<file path="src/rtl/mem_stage_pkg.sv">
`default_nettype none
// ============================================================================
// Module      : mem_stage_pkg
// Description : Shared widths, LSU size codes, FSM encodings and the
//               alignment helper used by the memory-access stage.
// Revision    : 1.0 - initial release
// ============================================================================
package mem_stage_pkg;

    localparam int c_reg_bus = 64;

    localparam logic [2:0] c_lsu_b  = 3'b000;
    localparam logic [2:0] c_lsu_h  = 3'b001;
    localparam logic [2:0] c_lsu_w  = 3'b010;
    localparam logic [2:0] c_lsu_d  = 3'b011;
    localparam logic [2:0] c_lsu_bu = 3'b100;
    localparam logic [2:0] c_lsu_hu = 3'b101;
    localparam logic [2:0] c_lsu_wu = 3'b110;

    typedef logic [1:0] state_t;
    localparam state_t c_st_idle = 2'd0;
    localparam state_t c_st_req  = 2'd1;
    localparam state_t c_st_wait = 2'd2;

    // Natural alignment: size code in funct3[1:0] selects how many low bits must be zero.
    function automatic logic misaligned(input logic [2:0] funct3, input logic [2:0] addr_lo);
        logic r;
        r = 1'b0;
        case (funct3[1:0])
            2'd1:    r = addr_lo[0];
            2'd2:    r = |addr_lo[1:0];
            2'd3:    r = |addr_lo;
            default: r = 1'b0;
        endcase
        return r;
    endfunction

endpackage
`default_nettype wire

</file>
<file path="src/rtl/mem_lsu_align.sv">
`default_nettype none
// ============================================================================
// Module      : mem_lsu_align
// Description : Combinational byte-lane steering: store data/mask placement
//               and load lane extraction with sign/zero extension.
// Revision    : 1.0 - initial release
// ============================================================================
module mem_lsu_align
    import mem_stage_pkg::*;
(
    input  logic [2:0]           i_funct3,
    input  logic [2:0]           i_addr_lo,
    input  logic [c_reg_bus-1:0] i_wdata,
    input  logic [c_reg_bus-1:0] i_rdata,
    output logic [c_reg_bus-1:0] o_wdata,
    output logic [7:0]           o_wmask,
    output logic [c_reg_bus-1:0] o_rdata
);

    logic [7:0]           w_base_mask;
    logic [c_reg_bus-1:0] w_shifted;

    always_comb begin
        w_base_mask = 8'h00;
        case (i_funct3[1:0])
            2'd0:    w_base_mask = 8'h01;
            2'd1:    w_base_mask = 8'h03;
            2'd2:    w_base_mask = 8'h0F;
            default: w_base_mask = 8'hFF;
        endcase
    end

    // Lanes shifted past byte 7 fall off the top of the doubleword.
    assign o_wmask   = w_base_mask << i_addr_lo;
    assign o_wdata   = i_wdata << {i_addr_lo, 3'b000};
    assign w_shifted = i_rdata >> {i_addr_lo, 3'b000};

    always_comb begin
        o_rdata = w_shifted;
        case (i_funct3)
            c_lsu_b:  o_rdata = {{56{w_shifted[7]}},  w_shifted[7:0]};
            c_lsu_h:  o_rdata = {{48{w_shifted[15]}}, w_shifted[15:0]};
            c_lsu_w:  o_rdata = {{32{w_shifted[31]}}, w_shifted[31:0]};
            c_lsu_bu: o_rdata = {56'd0, w_shifted[7:0]};
            c_lsu_hu: o_rdata = {48'd0, w_shifted[15:0]};
            c_lsu_wu: o_rdata = {32'd0, w_shifted[31:0]};
            default:  o_rdata = w_shifted;
        endcase
    end

endmodule
`default_nettype wire

</file>
<file path="src/rtl/mem_stage.sv">
`default_nettype none
// ============================================================================
// Module      : mem_stage
// Description : Memory-access pipeline stage between EX and WB with a
//               req/gnt/rvalid data-memory port. Optional misaligned-access
//               trap enabled by defining MEM_MISALIGN_TRAP_EN.
// Revision    : 1.0 - initial release
// ============================================================================
module mem_stage
    import mem_stage_pkg::*;
(
    input  logic                 clk,
    input  logic                 rst,
    input  logic                 in_valid,
    output logic                 in_ready,
    input  logic                 in_mem_rd,
    input  logic                 in_mem_wr,
    input  logic [2:0]           in_funct3,
    input  logic [c_reg_bus-1:0] in_addr,
    input  logic [c_reg_bus-1:0] in_wdata,
    input  logic                 in_pc_to_reg,
    input  logic                 in_exe_to_reg,
    input  logic                 in_csr_to_reg,
    input  logic [c_reg_bus-1:0] in_exe_data,
    input  logic [c_reg_bus-1:0] in_pc_data,
    input  logic [c_reg_bus-1:0] in_csr_data,
    input  logic [4:0]           in_rd,
    input  logic                 in_rd_wen,
    output logic                 dmem_req,
    output logic                 dmem_we,
    output logic [c_reg_bus-1:0] dmem_addr,
    output logic [c_reg_bus-1:0] dmem_wdata,
    output logic [7:0]           dmem_wmask,
    input  logic                 dmem_gnt,
    input  logic                 dmem_rvalid,
    input  logic [c_reg_bus-1:0] dmem_rdata,
    output logic                 out_valid,
    output logic                 out_mem_to_reg,
    output logic                 out_pc_to_reg,
    output logic                 out_exe_to_reg,
    output logic                 out_csr_to_reg,
    output logic [c_reg_bus-1:0] out_mem_data,
    output logic [c_reg_bus-1:0] out_exe_data,
    output logic [c_reg_bus-1:0] out_pc_data,
    output logic [c_reg_bus-1:0] out_csr_data,
    output logic [4:0]           out_rd,
    output logic                 out_rd_wen,
    output logic                 out_misalign
);

    state_t               r_state;
    state_t               w_state_nxt;
    logic [c_reg_bus-1:0] r_addr;
    logic [c_reg_bus-1:0] r_wdata;
    logic [2:0]           r_funct3;
    logic                 r_we;
    logic                 w_accept;
    logic                 w_misalign;
    logic                 w_mem_go;
    logic                 w_done;
    logic [c_reg_bus-1:0] w_lane_wdata;
    logic [7:0]           w_lane_wmask;
    logic [c_reg_bus-1:0] w_load_data;

    assign in_ready = (r_state == c_st_idle);
    assign w_accept = in_valid & in_ready;

`ifdef MEM_MISALIGN_TRAP_EN
    assign w_misalign = (in_mem_rd | in_mem_wr) & misaligned(in_funct3, in_addr[2:0]);
`else
    assign w_misalign = 1'b0;
`endif

    assign w_mem_go = w_accept & (in_mem_rd | in_mem_wr) & ~w_misalign;

    // Lane steering works from captured values so the port stays stable while waiting for gnt.
    mem_lsu_align u_align (
        .i_funct3  (r_funct3),
        .i_addr_lo (r_addr[2:0]),
        .i_wdata   (r_wdata),
        .i_rdata   (dmem_rdata),
        .o_wdata   (w_lane_wdata),
        .o_wmask   (w_lane_wmask),
        .o_rdata   (w_load_data)
    );

    assign dmem_req   = (r_state == c_st_req);
    assign dmem_we    = r_we;
    assign dmem_addr  = {r_addr[c_reg_bus-1:3], 3'b000};
    assign dmem_wdata = w_lane_wdata;
    assign dmem_wmask = r_we ? w_lane_wmask : 8'h00;

    always_comb begin
        w_state_nxt = r_state;
        w_done      = 1'b0;
        case (r_state)
            c_st_idle: begin
                if (w_mem_go) begin
                    w_state_nxt = c_st_req;
                end else if (w_accept) begin
                    w_done = 1'b1;
                end
            end
            c_st_req: begin
                if (dmem_gnt) begin
                    w_state_nxt = r_we ? c_st_idle : c_st_wait;
                    w_done      = r_we;
                end
            end
            c_st_wait: begin
                if (dmem_rvalid) begin
                    w_state_nxt = c_st_idle;
                    w_done      = 1'b1;
                end
            end
            default: w_state_nxt = c_st_idle;
        endcase
    end

    always_ff @(posedge clk) begin
        if (rst) begin
            r_state  <= c_st_idle;
            r_addr   <= '0;
            r_wdata  <= '0;
            r_funct3 <= 3'b000;
            r_we     <= 1'b0;
        end else begin
            r_state <= w_state_nxt;
            if (w_mem_go) begin
                r_addr   <= in_addr;
                r_wdata  <= in_wdata;
                r_funct3 <= in_funct3;
                r_we     <= in_mem_wr;
            end
        end
    end

    // Pass-through fields load at accept; only the load result arrives later.
    always_ff @(posedge clk) begin
        if (rst) begin
            out_valid      <= 1'b0;
            out_mem_to_reg <= 1'b0;
            out_pc_to_reg  <= 1'b0;
            out_exe_to_reg <= 1'b0;
            out_csr_to_reg <= 1'b0;
            out_mem_data   <= '0;
            out_exe_data   <= '0;
            out_pc_data    <= '0;
            out_csr_data   <= '0;
            out_rd         <= 5'd0;
            out_rd_wen     <= 1'b0;
            out_misalign   <= 1'b0;
        end else begin
            out_valid <= w_done;
            if (w_accept) begin
                out_mem_to_reg <= in_mem_rd & ~w_misalign;
                out_pc_to_reg  <= in_pc_to_reg;
                out_exe_to_reg <= in_exe_to_reg;
                out_csr_to_reg <= in_csr_to_reg;
                out_mem_data   <= '0;
                out_exe_data   <= in_exe_data;
                out_pc_data    <= in_pc_data;
                out_csr_data   <= in_csr_data;
                out_rd         <= in_rd;
                out_rd_wen     <= in_rd_wen & ~in_mem_wr & ~w_misalign;
                out_misalign   <= w_misalign;
            end
            if ((r_state == c_st_wait) && dmem_rvalid) begin
                out_mem_data <= w_load_data;
            end
        end
    end

    a_no_rvalid_on_gnt : assert property (@(posedge clk) disable iff (rst)
        !((r_state == c_st_req) && dmem_gnt && dmem_rvalid));

endmodule
`default_nettype wire

</file>
<file path="config.mk">
export PLATFORM = sky130hd
export DESIGN_NAME = mem_stage
export DESIGN_NICKNAME = d
export VERILOG_FILES = /design/src/rtl/mem_stage_pkg.sv /design/src/rtl/mem_lsu_align.sv /design/src/rtl/mem_stage.sv
export SDC_FILE = /design/constraint.sdc
export NUM_CORES = 1
export LEC_CHECK = 0
export ABC_CLOCK_PERIOD_IN_PS = 2850
export CAP_MARGIN = 20
export CORE_AREA = 8 8 312 314
export DETAILED_ROUTE_END_ITERATION = 8
export DIE_AREA = 0 0 320 322
export MAX_ROUTING_LAYER = met4
export SLEW_MARGIN = 15
export SYNTH_ARGS = -nofsm -noshare
export SYNTH_HDL_FRONTEND = slang
export SYNTH_SLANG_ARGS = --single-unit
</file>
<file path="constraint.sdc">
create_clock -name clk -period 2.85 [get_ports clk]
set_input_delay 0.57 -clock clk [delete_from_list [all_inputs] [get_ports clk]]
set_output_delay 0.57 -clock clk [all_outputs]
set_load 0.02 [all_outputs]
</file>
==> flow_summary_export.csv, run 1 <==
group,metric,value,unit
cts,cts_max_path_buffers,3,
global_route,track_usage,0.169,
final_layout,fin_nets,3445,
cts,clkSlewWorstSetupHoldPaths,0.06,ns
logic_synthesis,yosysUniqueCellTypes,51,
critical_path,worstPathCellList,"buf_2, buf_4, nor3_2, buf_6, and2_1, dlygate4sd2_1",
logic_synthesis,yosysWarnings,0,
detailed_routing,via_per_inst,4.51,
timing,period_minus_slack,2.76,ns
critical_path,critPathRequiredTime,2.28,ns
place,post_dp_cell_area,0.0272,sq mm
final_layout,utilization,0.316,
logic_synthesis,ys_ff_latch,401,
critical_path,crit_path_end_kind,"output port",
die,core,0.0925,sq mm
final_layout,mostFrequentLayoutCell,"nand2_1",
global_route,grt_pass1_vias,18912,
final_layout,final_cell_mix,"nand2_1 (765), clkdlybuf4s50_1 (732), dfxtp_1 (396), a21oi_1 (393), mux2i_1 (94)",
timing,tightest_slew,0.844,ns
pwr,vdd_drop_max,0.000432,V
final_layout,area_growth,61.1,%
pwr,pwr_density_cell,566,mW/mm^2
critical_path,cpPeakStageDelay,0.38,ns
timing,rsz0062_at_grt,"yes",
die,design.die.area,0.103,sq mm
detailed_routing,first_pass_iters,5,
timing,timing.fmax,362,MHz
cts,cts_buffers,49,
cts,htreeDepth,2,
global_route,grt_max_degree,130,
timing,tns,0,ns
die,die_h,322,microns
final_layout,finalNonFillerCells,4284,
detailed_routing,drt_iter0_markers,1756,
die,fp-row-count,112,
place,port_buffers,805,
logic_synthesis,synth_ff_type,"dfxtp_1",
global_route,grt_first_pass_wirelength,129,mm
place,placedCellCount,4170,
critical_path,critPathArrivalTime,2.19,ns
timing,drv_slew,0,
pwr,power.leakage,10.6,nW
timing,relSlewSlack,0.438,
logic_synthesis,synth.avg_cell_area,7.72,sq um
global_route,antenna_found_initial,5,
run,drv_cap,0,
critical_path,cpMaxStageDelayCell,"dfxtp_4",
final_layout,fin_area,0.0292,sq mm
critical_path,path_class,"reg2out",
run_status,status,"complete, no violations",
hold_path,hp-class,"in2reg",
detailed_routing,ant_nets,0,
global_route,grt.overflow.total,0,
critical_path,path_buf_inv,4,
logic_synthesis,synth_area,0.0181,sq mm
detailed_routing,drcViolationCount,0,
detailed_routing,routed_wl,90.9,mm
cts,clock_latency,0.59,ns
timing,finalCritPeriodShare,0.969,
timing,finalSetupViolCount,0,
detailed_routing,wire_per_inst,21.2,microns
die,ios,810,
critical_path,crit_family,"buffers and inverters",
critical_path,worstPathMaxFanout,6,
detailed_routing,vias,19324,
logic_synthesis,synthCells,2349,
final_layout,final_layout_size_suffix_gt1_frac,0.103,
logic_synthesis,synth_edf_count,0,
place,gp_congestion,0.898,
timing,final_hold_viol_count,0,
timing,skew,0.0113,ns
logic_synthesis,ys_async_sr_fraction,0,
cts,cts_tree,"built",
logic_synthesis,synth_seq_area_share,0.443,
place,dp_hpwl,69.6,mm
critical_path,critPathLaunchType,"flip-flop",
die,die_w,320,microns
cts,cts_sinks,401,
die,start_util,0.196,
cts,cts-root-buf,"clkbuf_16",
## cells in the mapped netlist (9+ instances only)
master    count  share of area
inv_1         9         0.0019
a22oi_1       9         0.0037
a211oi_1     30          0.012
mux4_2       12          0.015
nor2b_1      16         0.0055
and2_1       14         0.0048
nand2_1     766           0.16
buf_1        18         0.0037
o22ai_1      18         0.0062
mux2_2       38          0.024
mux2i_1     100          0.055
dfxtp_1     401           0.44
buf_2        33         0.0091
a311oi_1     12         0.0058
clkbuf_1    140          0.029
nor2_1       87          0.018
o21ai_0      92          0.025
buf_4        69          0.029
a21oi_1     394           0.11
## cell type report
cell class | instances | area, sq um
Fill cell | 9826 | 63300
Sequential cell | 401 | 8040
Tap cell | 1197 | 1500
Antenna cell | 4 | 10.0
Inverter | 10 | 37.5
Multi-Input combinational cell | 1678 | 8920
Timing Repair Buffer | 902 | 8970
Clock inverter | 22 | 287
Clock buffer | 70 | 1440
## logic make-up after synthesis
family / Yosys count / synth area share
AND/OR/NAND/NOR: 906 / 0.195
AO/OA/AOI/OAI: 618 / 0.194
flip-flops: 401 / 0.443
buffers and inverters: 273 / 0.0743
multiplexers: 150 / 0.0937
other: 1 / 0.000207
## path summary, 6_finish.rpt
path / startpoint / endpoint / slack, ns / depth (start not counted)
max: r_addr[1] / dmem_wdata[4] / 0.09 / 6
min: rst / r_state[1] / 0.32 / 2
max reg2reg: r_addr[2] / out_mem_data[60] / 0.12 / 9
min reg2reg: r_addr[50] / r_addr[50] / 0.45 / 2
## layer usage
| metal | up-vias | wire (microns) | GRT usage | part of all wire |
|---|---|---|---|---|
| met4 | 0 | 2220 | 0.0419 | 0.024 |
| met3 | 138 | 6990 | 0.0420 | 0.077 |
| met1 | 9140 | 39300 | 0.215 | 0.43 |
| met5 | - | 0 | - | 0 |
| li1 | 9222 | - | - | - |
| met2 | 824 | 42500 | 0.269 | 0.47 |
## power by group
group	leakage [nW]	internal (mW)	switching (mW)
registers	3.29	5.93	0.246
logic	6.45	1.66	2.00
clock network	0.840	4.06	2.62
## through the flow
step	power, mW	hold WS [ns]	worst slack (ns)
final	16.5	0.320	0.0875
after global routing	17.2	0.301	-0.0246
after floorplan	8.00	0.434	0.0780
after global placement	9.90	0.440	0.0971
after CTS	16.7	0.276	-0.181
after detailed placement	9.92	0.446	0.0898
## timing repair
action / 4_1_cts / 5_1_grt
buffers inserted: 7 / 7
pin swaps: 0 / 0
gates resized for setup: 93 / 102
gates cloned: 4 / 0
setup endpoints to repair: 66 / 40
hold endpoints to repair: 0 / 0
hold buffers: 0 / 0
No activity file was read; power rests on OpenSTA's default activity.
==> run 2: changes to the inputs <==
--- a/config.mk
+++ b/config.mk
@@ -5,13 +5,16 @@
 export SDC_FILE = /design/constraint.sdc
 export NUM_CORES = 1
 export LEC_CHECK = 0
-export ABC_CLOCK_PERIOD_IN_PS = 2850
 export CAP_MARGIN = 20
-export CORE_AREA = 8 8 312 314
+export CELL_PAD_IN_SITES_DETAIL_PLACEMENT = 0
+export CELL_PAD_IN_SITES_GLOBAL_PLACEMENT = 1
+export CORE_AREA = 8 8 313 315
 export DETAILED_ROUTE_END_ITERATION = 8
-export DIE_AREA = 0 0 320 322
+export DIE_AREA = 0 0 321 323
 export MAX_ROUTING_LAYER = met4
+export PLACE_DENSITY_LB_ADDON = 0.1
 export SLEW_MARGIN = 15
 export SYNTH_ARGS = -nofsm -noshare
 export SYNTH_HDL_FRONTEND = slang
+export SYNTH_HIERARCHICAL = 1
 export SYNTH_SLANG_ARGS = --single-unit
==> run 2 against run 1 <==
Effect of this change:
- register-to-register slack better by 0.29 ns
- clock power is 2% higher
- final cell count is 0.16% higher
- first-iteration DRC count is 39% lower
- sequential share of layout area is 0.86 points lower
- clock skew is 0.022 ns higher
- area after synthesis is 7.0% higher
- critical path depth is 1 lower
- largest cell class is now multi-input combinational cells
==> flow_summary_export.csv, run 2 <==
group,metric,value,unit
pwr,power,16.8,mW
logic_synthesis,yosysUniqueCellTypes,51,
cts,cts_sinks,401,
critical_path,timing.rr.end,"out_mem_data[52]",
global_route,grt.overflow.total,0,
critical_path,critPathMostFrequentCell,"buf_4",
final_layout,fillerInstances,9754,
detailed_routing,via_per_inst,4.55,
final_layout,final_cell_mix,"clkdlybuf4s50_1 (731), nand2_1 (458), dfxtp_1 (396), a21oi_1 (355), o21ai_0 (167)",
timing,skew,0.0338,ns
critical_path,rr_startpoint,"r_addr[1]",
pwr,power.leakage,10.7,nW
die,fp-row-count,112,
timing,final_hold_viol_count,0,
global_route,grt_max_degree,183,
logic_synthesis,synth_area,0.0194,sq mm
detailed_routing,first_pass_iters,5,
critical_path,crit_path_end,"dmem_wdata[44]",
critical_path,worstPathMaxFanout,16,
final_layout,utilization,0.325,
timing,rsz0062_at_grt,"yes",
timing,finalSetupViolCount,0,
critical_path,path_class,"reg2out",
final_layout,mostFrequentLayoutCell,"clkdlybuf4s50_1",
die,die_w,321,microns
cts,htreeDepth,2,
critical_path,cpMaxStageDelayCell,"dlygate4sd2_1",
cts,cts_tree,"built",
logic_synthesis,synthCells,2302,
final_layout,final_layout_size_suffix_gt1_frac,0.100,
detailed_routing,vias,19516,
logic_synthesis,ys_async_sr_fraction,0,
global_route,grt_pass1_vias,19748,
place,dp_hpwl,76.1,mm
logic_synthesis,synth_ff_type,"dfxtp_1",
die,design.die.area,0.104,sq mm
place,gp_congestion,0.819,
die,die_h,323,microns
logic_synthesis,synth_edf_count,0,
logic_synthesis,ys_ff_latch,401,
die,core,0.0928,sq mm
die,start_util,0.209,
critical_path,critPathRequiredTime,2.28,ns
cts,cts_buffers,53,
detailed_routing,wire_per_inst,24.0,microns
pwr,pwr_density_cell,558,mW/mm^2
logic_synthesis,synth_top_area_cell,"dfxtp_1",
logic_synthesis,synth_area_leaders,"dfxtp_1 (41%), a21oi_1 (9.3%), nand2_1 (8.9%), mux2i_1 (6.6%), nand3b_1 (5.1%)",
global_route,antenna_found_initial,51,
logic_synthesis,synth_top_area_frac,0.414,
die,ios,810,
place,port_buffers,805,
cts,holdBufCountCts,0,
cts,clkSlewWorstSetupHoldPaths,0.06,ns
critical_path,startpoint,"r_addr[1]",
hold_path,hp-class,"in2reg",
detailed_routing,ant_nets,0,
cts,cts-root-buf,"clkbuf_16",
detailed_routing,drcViolationCount,0,
final_layout,area_growth,55.4,%
timing,tightest_slew,0.860,ns
critical_path,critPathArrivalTime,2.20,ns
global_route,track_usage,0.192,
final_layout,fin_nets,3360,
timing,drv_slew,0,
timing,relSlewSlack,0.427,
run,drv_cap,0,
logic_synthesis,synth_seq_area_share,0.414,
cts,cts_max_path_buffers,3,
critical_path,regToRegSetupSlack,0.41,ns
critical_path,crit_path_end_kind,"output port",
critical_path,reg2reg_depth,8,
run_status,status,"complete, no violations",
logic_synthesis,yosysMostFrequentCell,"nand2_1",
logic_synthesis,yosys-top-cells-count,"nand2_1 (458), dfxtp_1 (401), a21oi_1 (362), o21ai_0 (175), nand3b_1 (132)",
detailed_routing,drt_iter0_markers,1065,
critical_path,critPathLaunchType,"flip-flop",
timing,finalCritPeriodShare,0.973,
pwr,vdd_drop_max,0.000443,V
timing,timing.fmax,360,MHz
global_route,grt_first_pass_wirelength,144,mm
detailed_routing,routed_wl,103,mm
cts,clock_latency,0.65,ns
logic_synthesis,synth.avg_cell_area,8.42,sq um
logic_synthesis,yosysWarnings,6,
critical_path,cpPeakStageDelay,0.46,ns
critical_path,worstPathCellList,"buf_4, nand2b_1, buf_4, o22ai_1, dlygate4sd2_1",
timing,period_minus_slack,2.77,ns
## run 2: changes by cell type in the layout (fill, tap and decap cells not counted), sizes merged, moves of 25 or more
cell	change
nand2	-308
nand3b	+130
a22o	+61
a211oi	-27
o21ai	+82
a21oi	-31
mux2i	+27
diode	+38
nand4	+25
## run 2: metal layers
metal | wire length, microns | global-route usage | vias up | part of all wire
li1 | - | - | 9343 | -
met2 | 52000 | 0.332 | 653 | 0.50
met3 | 8840 | 0.0701 | 127 | 0.086
met4 | 2820 | 0.0668 | 0 | 0.027
met5 | 0 | - | - | 0
met1 | 39400 | 0.203 | 9393 | 0.38
## run 2: layout make-up
type / count / area [sq um] / share of cell area
Tap cell: 1254 / 1570 / 0.0520
Inverter: 3 / 11.3 / 0.000374
Timing Repair Buffer: 892 / 9000 / 0.299
Antenna cell: 42 / 105 / 0.00349
Clock buffer: 79 / 1570 / 0.0522
Multi-Input combinational cell: 1606 / 9660 / 0.321
Clock inverter: 14 / 179 / 0.00594
Sequential cell: 401 / 8040 / 0.267
## run 2: logic make-up after synthesis
| kind of cell | after synthesis | share of synthesized area |
|---|---|---|
| other | 1 | 0.000193 |
| DFF | 401 | 0.414 |
| and+or+nand+nor | 749 | 0.183 |
| AOI/OAI and AO/OA | 671 | 0.196 |
| muxes | 182 | 0.110 |
| buffers and inverters | 298 | 0.0965 |
## run 2: worst min path at each step
stage | endpoint | from | cells after the start | slack, ns
2_1_floorplan | r_funct3[1] | r_funct3[1] | 2 | 0.45
3_3_place_gp | out_csr_data[61] | out_csr_data[61] | 2 | 0.44
3_5_place_dp | out_exe_data[49] | out_exe_data[49] | 2 | 0.45
4_1_cts | out_exe_data[52] | rst | 2 | 0.31
5_1_grt | out_exe_data[52] | rst | 2 | 0.32
6_report | out_pc_data[63] | rst | 2 | 0.32
## run 2: per-stage QoR
stage                     setup TNS (ns)  hold slack [ns]  setup WS [ns]  instance area [sq um]  cells
final                                  0            0.322         0.0758                  30100   4291
after global routing             -0.0981            0.322        -0.0193                  30100   4291
after CTS                         -0.523            0.308         -0.207                  30000   4244
after detailed placement               0            0.445          0.235                  28000   4134
after global placement                 0            0.441          0.253                  28000   4134
after floorplan                        0            0.450          0.665                  19400   2305
## run 2: where the power goes
group / internal [mW] / switching, mW / leakage (nW)
sequential: 5.93 / 0.237 / 3.29
clock: 4.07 / 2.77 / 0.872
combinational: 1.74 / 2.08 / 6.55
## run 2: timing repair
action | in CTS | in global routing
gates resized for setup | 161 | 51
hold endpoints to repair | 0 | 0
setup endpoints to repair | 74 | 28
cloned | 4 | 0
buffers inserted | 13 | 5
## run 2: worst max-delay path, delay by kind of cell, from the launching register on
kind / cells / cell delay, ns
AO/OA/AOI/OAI: 1 / 0.16
buffers and inverters: 3 / 0.89
flip-flops: 1 / 0.40
AND/OR/NAND/NOR: 1 / 0.12
==> run 3: changes to the inputs <==
==> constraint.sdc (replaced) <==
create_clock -name clk -period 2.85 [get_ports clk]
set_input_delay 0.57 -clock clk [delete_from_list [all_inputs] [get_ports clk]]
set_output_delay 0.57 -clock clk [all_outputs]
set_load 0.01 [all_outputs]
==> run 3 against run 2 <==
Effect of this change:
- via count hardly changed
- non-clock buffer count down 1
- power fell by 2.6%
- critical endpoint is now dmem_wdata[48]
- largest cell class unchanged
- highest routed layer unchanged
==> flow_summary_export.csv, run 3 (synthesis gave the netlist of run 2 again) <==
group,metric,value,unit
cts,cts_buffers,54,
place,port_buffers,805,
detailed_routing,first_pass_iters,5,
global_route,grt_max_degree,172,
die,core,0.0928,sq mm
global_route,antenna_found_initial,43,
pwr,swShare,0.289,
cts,cts_tree,"built",
pwr,power.leakage,10.8,nW
die,fp-row-count,112,
cts,htreeDepth,2,
final_layout,fin_nets,3361,
critical_path,cpPeakStageDelay,0.38,ns
global_route,grt.overflow.total,0,
detailed_routing,vias,19511,
detailed_routing,wire_per_inst,23.9,microns
run,drv_cap,0,
die,start_util,0.209,
timing,tightest_slew,0.917,ns
global_route,track_usage,0.192,
pwr,internal_power,11.7,mW
global_route,grt_pass1_vias,19927,
detailed_routing,routed_wl,102,mm
timing,final_hold_viol_count,0,
critical_path,critPathMostFrequentCell,"buf_12",
critical_path,critPathRequiredTime,2.28,ns
run_status,status,"complete, no violations",
timing,finalSetupViolCount,0,
final_layout,multi_input_area,0.00970,sq mm
final_layout,fillerInstances,9781,
pwr,pwr_density_cell,543,mW/mm^2
detailed_routing,drt_iter0_markers,987,
critical_path,worstPathMaxFanout,14,
final_layout,regArea,0.00804,sq mm
die,design.die.area,0.104,sq mm
cts,cts_max_path_buffers,3,
die,ios,810,
detailed_routing,via_per_inst,4.55,
timing,timing.fmax,364,MHz
timing,rsz0062_at_grt,"yes",
timing,period_minus_slack,2.74,ns
timing,skew,0.0298,ns
timing,drv_slew,0,
pwr,pwr-share-seq,0.376,
final_layout,mostFrequentLayoutCell,"clkdlybuf4s50_1",
detailed_routing,ant_nets,0,
cts,cts-root-buf,"clkbuf_16",
timing,tns,0,ns
critical_path,path_class,"reg2out",
timing,timing.hold.ws,0.363,ns
timing,relSlewSlack,0.389,
pwr,power.switching,4.73,mW
pwr,vdd_drop_max,0.000381,V
final_layout,area_growth,55.8,%
cts,clock_latency,0.62,ns
critical_path,worstPathCellList,"buf_12, buf_12, buf_4, mux2i_1, nand2_1, o21ai_0, mux2i_2, buf_2",
final_layout,final_cell_mix,"clkdlybuf4s50_1 (732), nand2_1 (458), dfxtp_1 (396), a21oi_1 (360), o21ai_0 (162)",
cts,clkSlewWorstSetupHoldPaths,0.06,ns
cts,cts_sinks,401,
place,gp_congestion,0.833,
final_layout,final_layout_size_suffix_gt1_frac,0.0901,
timing,finalCritPeriodShare,0.963,
global_route,grt_first_pass_wirelength,144,mm
critical_path,cpMaxStageDelayCell,"dfxtp_4",
die,die_h,323,microns
hold_path,hp-class,"in2reg",
place,dp_hpwl,75.9,mm
die,die_w,321,microns
critical_path,crit_path_end_kind,"output port",
pwr,comb_power_share,0.218,
detailed_routing,drcViolationCount,0,
critical_path,critPathLaunchType,"flip-flop",
critical_path,critPathArrivalTime,2.17,ns
pwr,clock_power_share,0.405,
-- run 3: cell types whose count changed in the layout (fill, tap and decap cells not counted), moves of 8 or more --
cell / delta
buf_2: -8
dlygate4sd2_1: +19
clkbuf_8: -9
buf_12: +11
buf_4: -14
clkbuf_1: +15
-- run 3: area by class of cell --
cell class,instances,area share
Antenna cell,35,0.00290
Clock buffer,87,0.0515
Clock inverter,9,0.00418
Inverter,3,0.000373
Multi-Input combinational cell,1607,0.321
Sequential cell,401,0.266
Tap cell,1254,0.0519
Timing Repair Buffer,891,0.302
-- run 3: per-layer routing --
metal  up-vias  wire, microns  track usage
met2       682          51000        0.328
li1       9331              -            -
met1      9358          38900        0.204
met3       140           9110       0.0745
met5         -              0            -
met4         0           3350       0.0627
-- run 3: path summary, 6_finish.rpt --
kind,cells past startpoint,slack [ns],to,from
worst min-delay path,2,0.36,out_pc_data[63],rst
worst min register to register,2,0.45,out_exe_data[54],out_exe_data[54]
worst max register to register,7,0.28,out_mem_data[18],r_addr[0]
worst max-delay path,8,0.11,dmem_wdata[48],r_addr[1]
-- run 3: metrics by stage --
step	util	setup slack, ns	cell area, sq um	total power, mW	instances
2_1_floorplan	-	0.772	19400	7.98	2305
3_3_place_gp	0.302	0.173	28000	9.84	4129
3_5_place_dp	0.302	0.133	28000	9.85	4129
4_1_cts	0.325	-0.0113	30100	16.8	4250
5_1_grt	0.326	-0.00375	30200	17.3	4286
6_report	0.326	0.106	30200	16.4	4287
-- run 3: power by group through the flow --
stage	combinational [mW]	clock [mW]	sequential (mW)
floorplan	1.69	0	6.29
global placement	3.55	0	6.29
detailed placement	3.56	0	6.30
CTS	3.64	6.97	6.17
global route	3.87	7.19	6.21
finish	3.58	6.65	6.17
-- run 3: repair_timing --
action | 4_1_cts | 5_1_grt
cloned | 4 | 0
pin swaps | 2 | 0
buffers inserted | 21 | 3
resized for setup | 141 | 32
endpoints found under the setup margin | 73 | 28
hold buffers | 0 | 0
-- run 3: worst max-delay path, delay by kind of cell (launching register included) --
kind,cells,cell delay [ns]
simple gates,1,0.08
mux,2,0.37
compound gates,1,0.11
flops,1,0.38
buf+inv,4,0.64
